[config.mk]
export PLATFORM = sky130hd
export DESIGN_NAME = alu_seq_flat
export DESIGN_NICKNAME = d
export VERILOG_FILES = /design/src/rtl/alu_seq_if.sv /design/src/rtl/alu_seq.sv /design/src/flat_wrapper.sv
export SDC_FILE = /design/constraint.sdc
export NUM_CORES = 1
export LEC_CHECK = 0
export BUFFER_PORTS_ARGS = -buffer_cell sky130_fd_sc_hd__buf_2
export CORE_ASPECT_RATIO = 1.2
export CORE_MARGIN = 4
export CORE_UTILIZATION = 54
export CTS_CLUSTER_SIZE = 20
export DETAILED_ROUTE_END_ITERATION = 8
export PLACE_DENSITY = 0.77
export SLEW_MARGIN = 10
export SYNTH_ARGS = -nofsm -noshare
export SYNTH_HDL_FRONTEND = slang
export SYNTH_SLANG_ARGS = --single-unit
[constraint.sdc]
create_clock -name clk -period 2.76 [get_ports clk]
set_input_delay 0.828 -clock clk [delete_from_list [all_inputs] [get_ports clk]]
set_output_delay 0.828 -clock clk [all_outputs]
set_load 0.01 [all_outputs]
[src/rtl/alu_seq_if.sv]
// alu_seq_if: request/result bundle between a controller and the multi-cycle ALU.
// start/optype/op/acc_in/reg_in flow controller -> ALU.
// busy/done/out/z/c/n/v flow ALU -> controller.
interface alu_seq_if #(
  parameter int W = 8
);
  logic         start;
  logic         optype;
  logic [3:0]   op;
  logic [W-1:0] acc_in;
  logic [W-1:0] reg_in;
  logic         busy;
  logic         done;
  logic [W-1:0] out;
  logic         z;
  logic         c;
  logic         n;
  logic         v;
  modport master (output start, optype, op, acc_in, reg_in, input busy, done, out, z, c, n, v);
  modport slave  (input start, optype, op, acc_in, reg_in, output busy, done, out, z, c, n, v);
endinterface

[src/rtl/alu_seq.sv]
// alu_seq: multi-cycle ALU; add/sub/logic/cmp in one cycle, shifts and popcount one bit per cycle.
// Ports: clk, rst (async active-high), bus (alu_seq_if.slave):
//   start/optype/op/acc_in/reg_in request, busy/done status, out + z/c/n/v held results.
module alu_seq #(
  parameter int W  = 8,
  parameter int CW = $clog2(W+1)
) (
  input logic      clk,
  input logic      rst,
  alu_seq_if.slave bus
);
  typedef enum logic [1:0] {IDLE, RUN, FIN} state_t;
  localparam logic [3:0] OP_ADD = 4'd2, OP_SUB = 4'd3, OP_SHL = 4'd4, OP_SHR = 4'd5, OP_AND = 4'd6,
                         OP_OR = 4'd7, OP_XOR = 4'd8, OP_POP = 4'd9, OP_CMP = 4'd10;
  state_t       st, st_n;
  logic         nop_q, cy, done_q, z_q, c_q, n_q, v_q;
  logic [3:0]   op_q;
  logic [W-1:0] a, b, res, out_q;
  logic [CW-1:0] cnt, s;
  logic [W:0]   sum, dif;
  logic         cf, vf, upd, multi, accept;
  always_comb begin
    s      = bus.reg_in >= W'(W) ? CW'(W) : bus.reg_in[CW-1:0];
    multi  = !bus.optype && (((bus.op == OP_SHL || bus.op == OP_SHR) && s != '0) || bus.op == OP_POP);
    accept = st == IDLE && bus.start;
    st_n   = st == IDLE ? (bus.start ? (multi ? RUN : FIN) : IDLE) :
             st == RUN  ? (cnt == CW'(1) ? FIN : RUN) : IDLE;
    sum    = {1'b0, a} + {1'b0, b};
    dif    = {1'b0, a} - {1'b0, b};
    res    = op_q == OP_ADD ? sum[W-1:0] :
             op_q == OP_SUB ? dif[W-1:0] :
             op_q == OP_AND ? a & b :
             op_q == OP_OR  ? a | b :
             op_q == OP_XOR ? a ^ b : a;
    cf     = op_q == OP_ADD ? sum[W] :
             op_q == OP_SUB ? dif[W] :
             (op_q == OP_SHL || op_q == OP_SHR) ? cy : 1'b0;
    vf     = op_q == OP_ADD ? (a[W-1] == b[W-1] && sum[W-1] != a[W-1]) :
             op_q == OP_SUB ? (a[W-1] != b[W-1] && dif[W-1] != a[W-1]) : 1'b0;
    upd    = !nop_q && op_q >= OP_ADD && op_q <= OP_CMP;
  end
  always_ff @(posedge clk or posedge rst) begin
    if (rst) begin
      st     <= IDLE;
      nop_q  <= 1'b0;
      op_q   <= '0;
      a      <= '0;
      b      <= '0;
      cnt    <= '0;
      cy     <= 1'b0;
      done_q <= 1'b0;
      out_q  <= '0;
      z_q    <= 1'b0;
      c_q    <= 1'b0;
      n_q    <= 1'b0;
      v_q    <= 1'b0;
    end else begin
      st     <= st_n;
      done_q <= st == FIN;
      if (accept) begin
        nop_q <= bus.optype;
        op_q  <= bus.op;
        // popcount accumulates into a, so it starts from zero
        a     <= (!bus.optype && bus.op == OP_POP) ? '0 : bus.acc_in;
        b     <= bus.reg_in;
        cnt   <= bus.op == OP_POP ? CW'(W) : s;
        cy    <= 1'b0;
      end else if (st == RUN) begin
        cnt <= cnt - CW'(1);
        a   <= op_q == OP_SHL ? a << 1 : op_q == OP_SHR ? a >> 1 : a + W'(b[0]);
        b   <= b >> 1;
        cy  <= op_q == OP_SHL ? a[W-1] : op_q == OP_SHR ? a[0] : 1'b0;
      end else if (st == FIN && upd) begin
        c_q <= cf;
        v_q <= vf;
        if (op_q == OP_CMP) begin
          z_q <= a == b;
          n_q <= a < b;
        end else begin
          out_q <= res;
          z_q   <= res == '0;
          n_q   <= res[W-1];
        end
      end
    end
  end
  assign bus.busy = st != IDLE;
  assign bus.done = done_q;
  assign bus.out  = out_q;
  assign bus.z    = z_q;
  assign bus.c    = c_q;
  assign bus.n    = n_q;
  assign bus.v    = v_q;
endmodule

[src/flat_wrapper.sv]
// flat-port wrapper written by rule: the top's interface ports become plain ports
module alu_seq_flat 
#(
  parameter int W  = 8,
  parameter int CW = $clog2(W+1)
)
  (clk, rst, bus_start, bus_optype, bus_op, bus_acc_in, bus_reg_in, bus_busy, bus_done, bus_out, bus_z, bus_c, bus_n, bus_v);
  alu_seq_if #(.W(W)) bus_i ();
  input logic clk;
  input logic rst;
  input wire logic [$bits(bus_i.start)-1:0] bus_start;
  input wire logic [$bits(bus_i.optype)-1:0] bus_optype;
  input wire logic [$bits(bus_i.op)-1:0] bus_op;
  input wire logic [$bits(bus_i.acc_in)-1:0] bus_acc_in;
  input wire logic [$bits(bus_i.reg_in)-1:0] bus_reg_in;
  output wire logic [$bits(bus_i.busy)-1:0] bus_busy;
  output wire logic [$bits(bus_i.done)-1:0] bus_done;
  output wire logic [$bits(bus_i.out)-1:0] bus_out;
  output wire logic [$bits(bus_i.z)-1:0] bus_z;
  output wire logic [$bits(bus_i.c)-1:0] bus_c;
  output wire logic [$bits(bus_i.n)-1:0] bus_n;
  output wire logic [$bits(bus_i.v)-1:0] bus_v;
  assign bus_i.start = bus_start;
  assign bus_i.optype = bus_optype;
  assign bus_i.op = bus_op;
  assign bus_i.acc_in = bus_acc_in;
  assign bus_i.reg_in = bus_reg_in;
  assign bus_busy = bus_i.busy;
  assign bus_done = bus_i.done;
  assign bus_out = bus_i.out;
  assign bus_z = bus_i.z;
  assign bus_c = bus_i.c;
  assign bus_n = bus_i.n;
  assign bus_v = bus_i.v;
  alu_seq #(.W(W), .CW(CW)) u_core (.clk(clk), .rst(rst), .bus(bus_i));
endmodule
==> impl_metrics.toml <==
[sta]
drv_slew = 0
slew-limit-headroom_pct = 59.1
crit_path_time_final_ns = 2.56
setup-tns-final_ns = 0
final-hold-violation-count = 0
fin_hold_ws_ns = 0.476
final_setup_violations = 0
skew_ns = 0.00668
transition_time_of_the_tightest_slew_check_pin_ns = 0.613
post_route_clock_period_utilization_pct = 92.8
fmax_ghz = 0.390
rsz_0062_raised_after_global_routing = "no"

[synth]
post_synth_inst_count = 450
ys.warnings.count = 0
synth.most_common_cell = "sky130_fd_sc_hd__nand2_1"
synth_top_area_share_pct = 27.8
synth_seq_cells = 41
netlist_top_cells_count = "sky130_fd_sc_hd__nand2_1, sky130_fd_sc_hd__dfrtp_1, sky130_fd_sc_hd__inv_1"
number_of_distinct_standard_cells_referenced_by_the_synthesized_netlist = 69
synth_seq_area_share_pct = 27.8
syn-cell-area_um2 = 3690
asyncSetResetFlopFracSynth_pct = 100
synth_fp_nets = 503
syn-mean-instance-area_um2 = 8.20
most_area_hungry_cell_type_in_the_yosys_netlist = "sky130_fd_sc_hd__dfrtp_1"
postSynth.topFlopCell = "sky130_fd_sc_hd__dfrtp_1"
synth_enable_flop_cells = 0
synth_top_cells_by_area = "sky130_fd_sc_hd__dfrtp_1, sky130_fd_sc_hd__ha_1, sky130_fd_sc_hd__nand2_1"

[critical_path]
worst_r2r_startpoint = "u_core.a[0]"
timing.setup.critical_path_class = "flip-flop to flip-flop"
critPathArrivalTime_ns = 2.78
cp_cell_sequence = "inv_1 -> ha_1 -> fa_1 -> o21bai_1 -> a21oi_1 -> o2111a_1 -> nor3_1 -> o22ai_1 -> o31ai_1"
cp_max_fo = 6
peak_per_stage_delay_on_the_critical_path_ns = 0.48
timing.critical_path.from_type = "flip-flop"
critical_path_required_ns = 2.98
timing.critical_path.to_type = "flip-flop"
timing.reg2reg.worst_path_depth = 9
crit_path_top_delay_cell = "sky130_fd_sc_hd__dfrtp_1"
cp-startpoint = "u_core.a[0]"

[clocking]
tritoncts = "done"
cts-htree-levels = 2
root_buffer = "sky130_fd_sc_hd__clkbuf_8"
clock_path_buffers = 2
clock-sinks = 41
clkTransAtPathRegs_ns = 0.09
number_of_clock_buffers_inserted_by_tritoncts = 5
cts-hold-fix-buffers = 0
worstSkewPairLatency_ns = 0.31

[detailed_routing]
num_vias = 3649
wirelength_um = 10500
route.detailed.wl_per_inst_um = 18.3
ant_nets = 0
vias_per_cell = 6.34
drc = 0
dr.first_iter.drc_count = 256
drtPass1Iterations = 6

[run]
max_cap_viol = 0

[global_route]
maximum_number_of_pins_on_one_net_before_global_route_repair = 30
grt_first_pass_wirelength_um = 17500
antenna_found_initial = 0
track_usage_pct = 26.3
grt_pass1_vias = 3481
grt_remaining_overflow = 0

[place]
port_buffers = 37
place_congestion = 0.998
dp.final_hpwl_um = 8210
place_inst = 568

[cells_and_area]
layout-drive-gt1-share_pct = 17.9
antenna_diode_instance_count = 0
post-route-util_pct = 63.3
area_growth_syn_to_layout_pct = 12.0
final_cells = 576
finalNetCount = 543

[pwr]
leakage_power_nw = 1.91
irDropWorstVdd_v = 0.000449
powerDensity_nw_per_um2 = 960

[hold_path]
hold_path_depth = 2
min_path_type = "flip-flop to flip-flop"
worstHoldStart = "u_core.bus.out[0]"

[floorplan]
core_area_um2 = 6530
core.rowCount = 32
initial_core_util_pct = 56.5
floorplan.io_pins = 38
die-area_um2 = 8220
fp.dieW_um = 83.5
die_extent_in_y_um = 98.6

[run_status]
run_status = "completed"
==> cells in the final DEF, fill, tap and decap left out, types with 3 or more instances in the layout <==
cell type	synthesis	layout
sky130_fd_sc_hd__nand2b_1	7	7
sky130_fd_sc_hd__o211ai_1	6	6
sky130_fd_sc_hd__nor3b_1	3	3
sky130_fd_sc_hd__nor3_1	13	13
sky130_fd_sc_hd__a21o_1	8	8
sky130_fd_sc_hd__nand3_1	11	11
sky130_fd_sc_hd__nor2_1	27	27
sky130_fd_sc_hd__dfrtp_1	41	41
sky130_fd_sc_hd__buf_4	2	27
sky130_fd_sc_hd__buf_2	11	37
sky130_fd_sc_hd__o221ai_1	6	6
sky130_fd_sc_hd__xnor2_1	5	5
sky130_fd_sc_hd__a31oi_1	7	7
sky130_fd_sc_hd__and2_1	4	4
sky130_fd_sc_hd__mux2i_1	8	8
sky130_fd_sc_hd__o21a_1	3	3
sky130_fd_sc_hd__nand2_1	51	51
sky130_fd_sc_hd__nand4_1	4	4
sky130_fd_sc_hd__nor2b_1	5	5
sky130_fd_sc_hd__a311oi_1	3	3
sky130_fd_sc_hd__o22ai_1	7	7
sky130_fd_sc_hd__xor2_1	4	4
sky130_fd_sc_hd__o21ai_0	26	26
sky130_fd_sc_hd__o31a_1	3	3
sky130_fd_sc_hd__o21bai_1	5	5
sky130_fd_sc_hd__inv_1	32	32
sky130_fd_sc_hd__a21oi_1	27	27
sky130_fd_sc_hd__clkbuf_8	0	5
sky130_fd_sc_hd__ha_1	27	27
sky130_fd_sc_hd__a211oi_1	7	7
sky130_fd_sc_hd__a22oi_1	8	8
sky130_fd_sc_hd__o31ai_1	9	9
==> per-stage QoR <==
step	setup WS [ns]	total power (W)	cell area (um^2)
floorplan	0.191	0.00279	3690
global placement	0.261	0.00346	4040
detailed placement	0.196	0.00350	4040
CTS	0.164	0.00393	4130
global route	0.0200	0.00431	4130
finish	0.198	0.00397	4130
==> worst max-delay path, delay by kind of cell (launching register included) <==
| family | cells | cell delay (ns) |
|---|---|---|
| buffers and inverters | 1 | 0.13 |
| AOI/OAI and AO/OA | 5 | 0.93 |
| DFF | 1 | 0.48 |
| and+or+nand+nor | 1 | 0.30 |
| adders and majority gates | 2 | 0.64 |
==> flip-flops by register name (all words and copies together) (netlist names) <==
signal / flops
u_core.bus.n: 1
u_core.bus.out: 8
u_core.st: 2
u_core.cy: 1
u_core.b: 8
u_core.bus.c: 1
u_core.cnt: 4
u_core.bus.z: 1
u_core.op_q: 4
u_core.nop_q: 1
u_core.bus.v: 1
u_core.bus.done: 1
u_core.a: 8
==> layer usage <==
metal / share of wire (%) / wire [um] / global-route usage (%) / vias up
li1: - / - / - / 1729
met1: 43 / 4520 / 33.6 / 1755
met2: 49 / 5160 / 46.1 / 141
met3: 5.7 / 602 / 3.34 / 24
met4: 2.4 / 257 / 8.29 / 0
met5: 0 / 0 / 0 / -
==> area by class of cell <==
type                    instances  area, um^2
multi-input cells             345        2380
repair buffers                 65         408
clock buffers                   5        68.8
well taps                      85         106
fillers                       577        2390
clock inverters                 3        22.5
inverters                      32         120
flip-flops and latches         41        1030
==> worst paths after layout <==
check                           slack [ns]           endpoint
worst max-delay path                  0.20       u_core.bus.z
worst min-delay path                  0.48  u_core.bus.out[0]
worst max register to register        0.20       u_core.bus.z
worst min register to register        0.48  u_core.bus.out[0]
max in group asynchronous             1.65        u_core.a[7]
min in group asynchronous             0.55  u_core.bus.out[0]
==> power breakdown <==
part	internal [W]	total, W	switching, W
registers	0.000794	0.00102	0.000228
logic	0.00104	0.00252	0.00148
clock network	0.000180	0.000422	0.000243
==> cell families (layout without fill, tap and decap cells) <==
group,after synthesis,count (layout),synth area share [%]
muxes,10,10,2.78
AOI/OAI and AO/OA,152,152,29.0
DFF,41,41,27.8
xor gates and xnor gates,9,9,2.14
and+or+nand+nor,145,145,20.3
buffers and inverters,64,105,7.70
adders and majority gates,29,29,10.2
==> timing repair <==
item                       CTS  global route
setup endpoints to repair    0             1
resized for setup            0             1
buffers inserted             0             0
No activity file was read; power rests on OpenSTA's default activity.
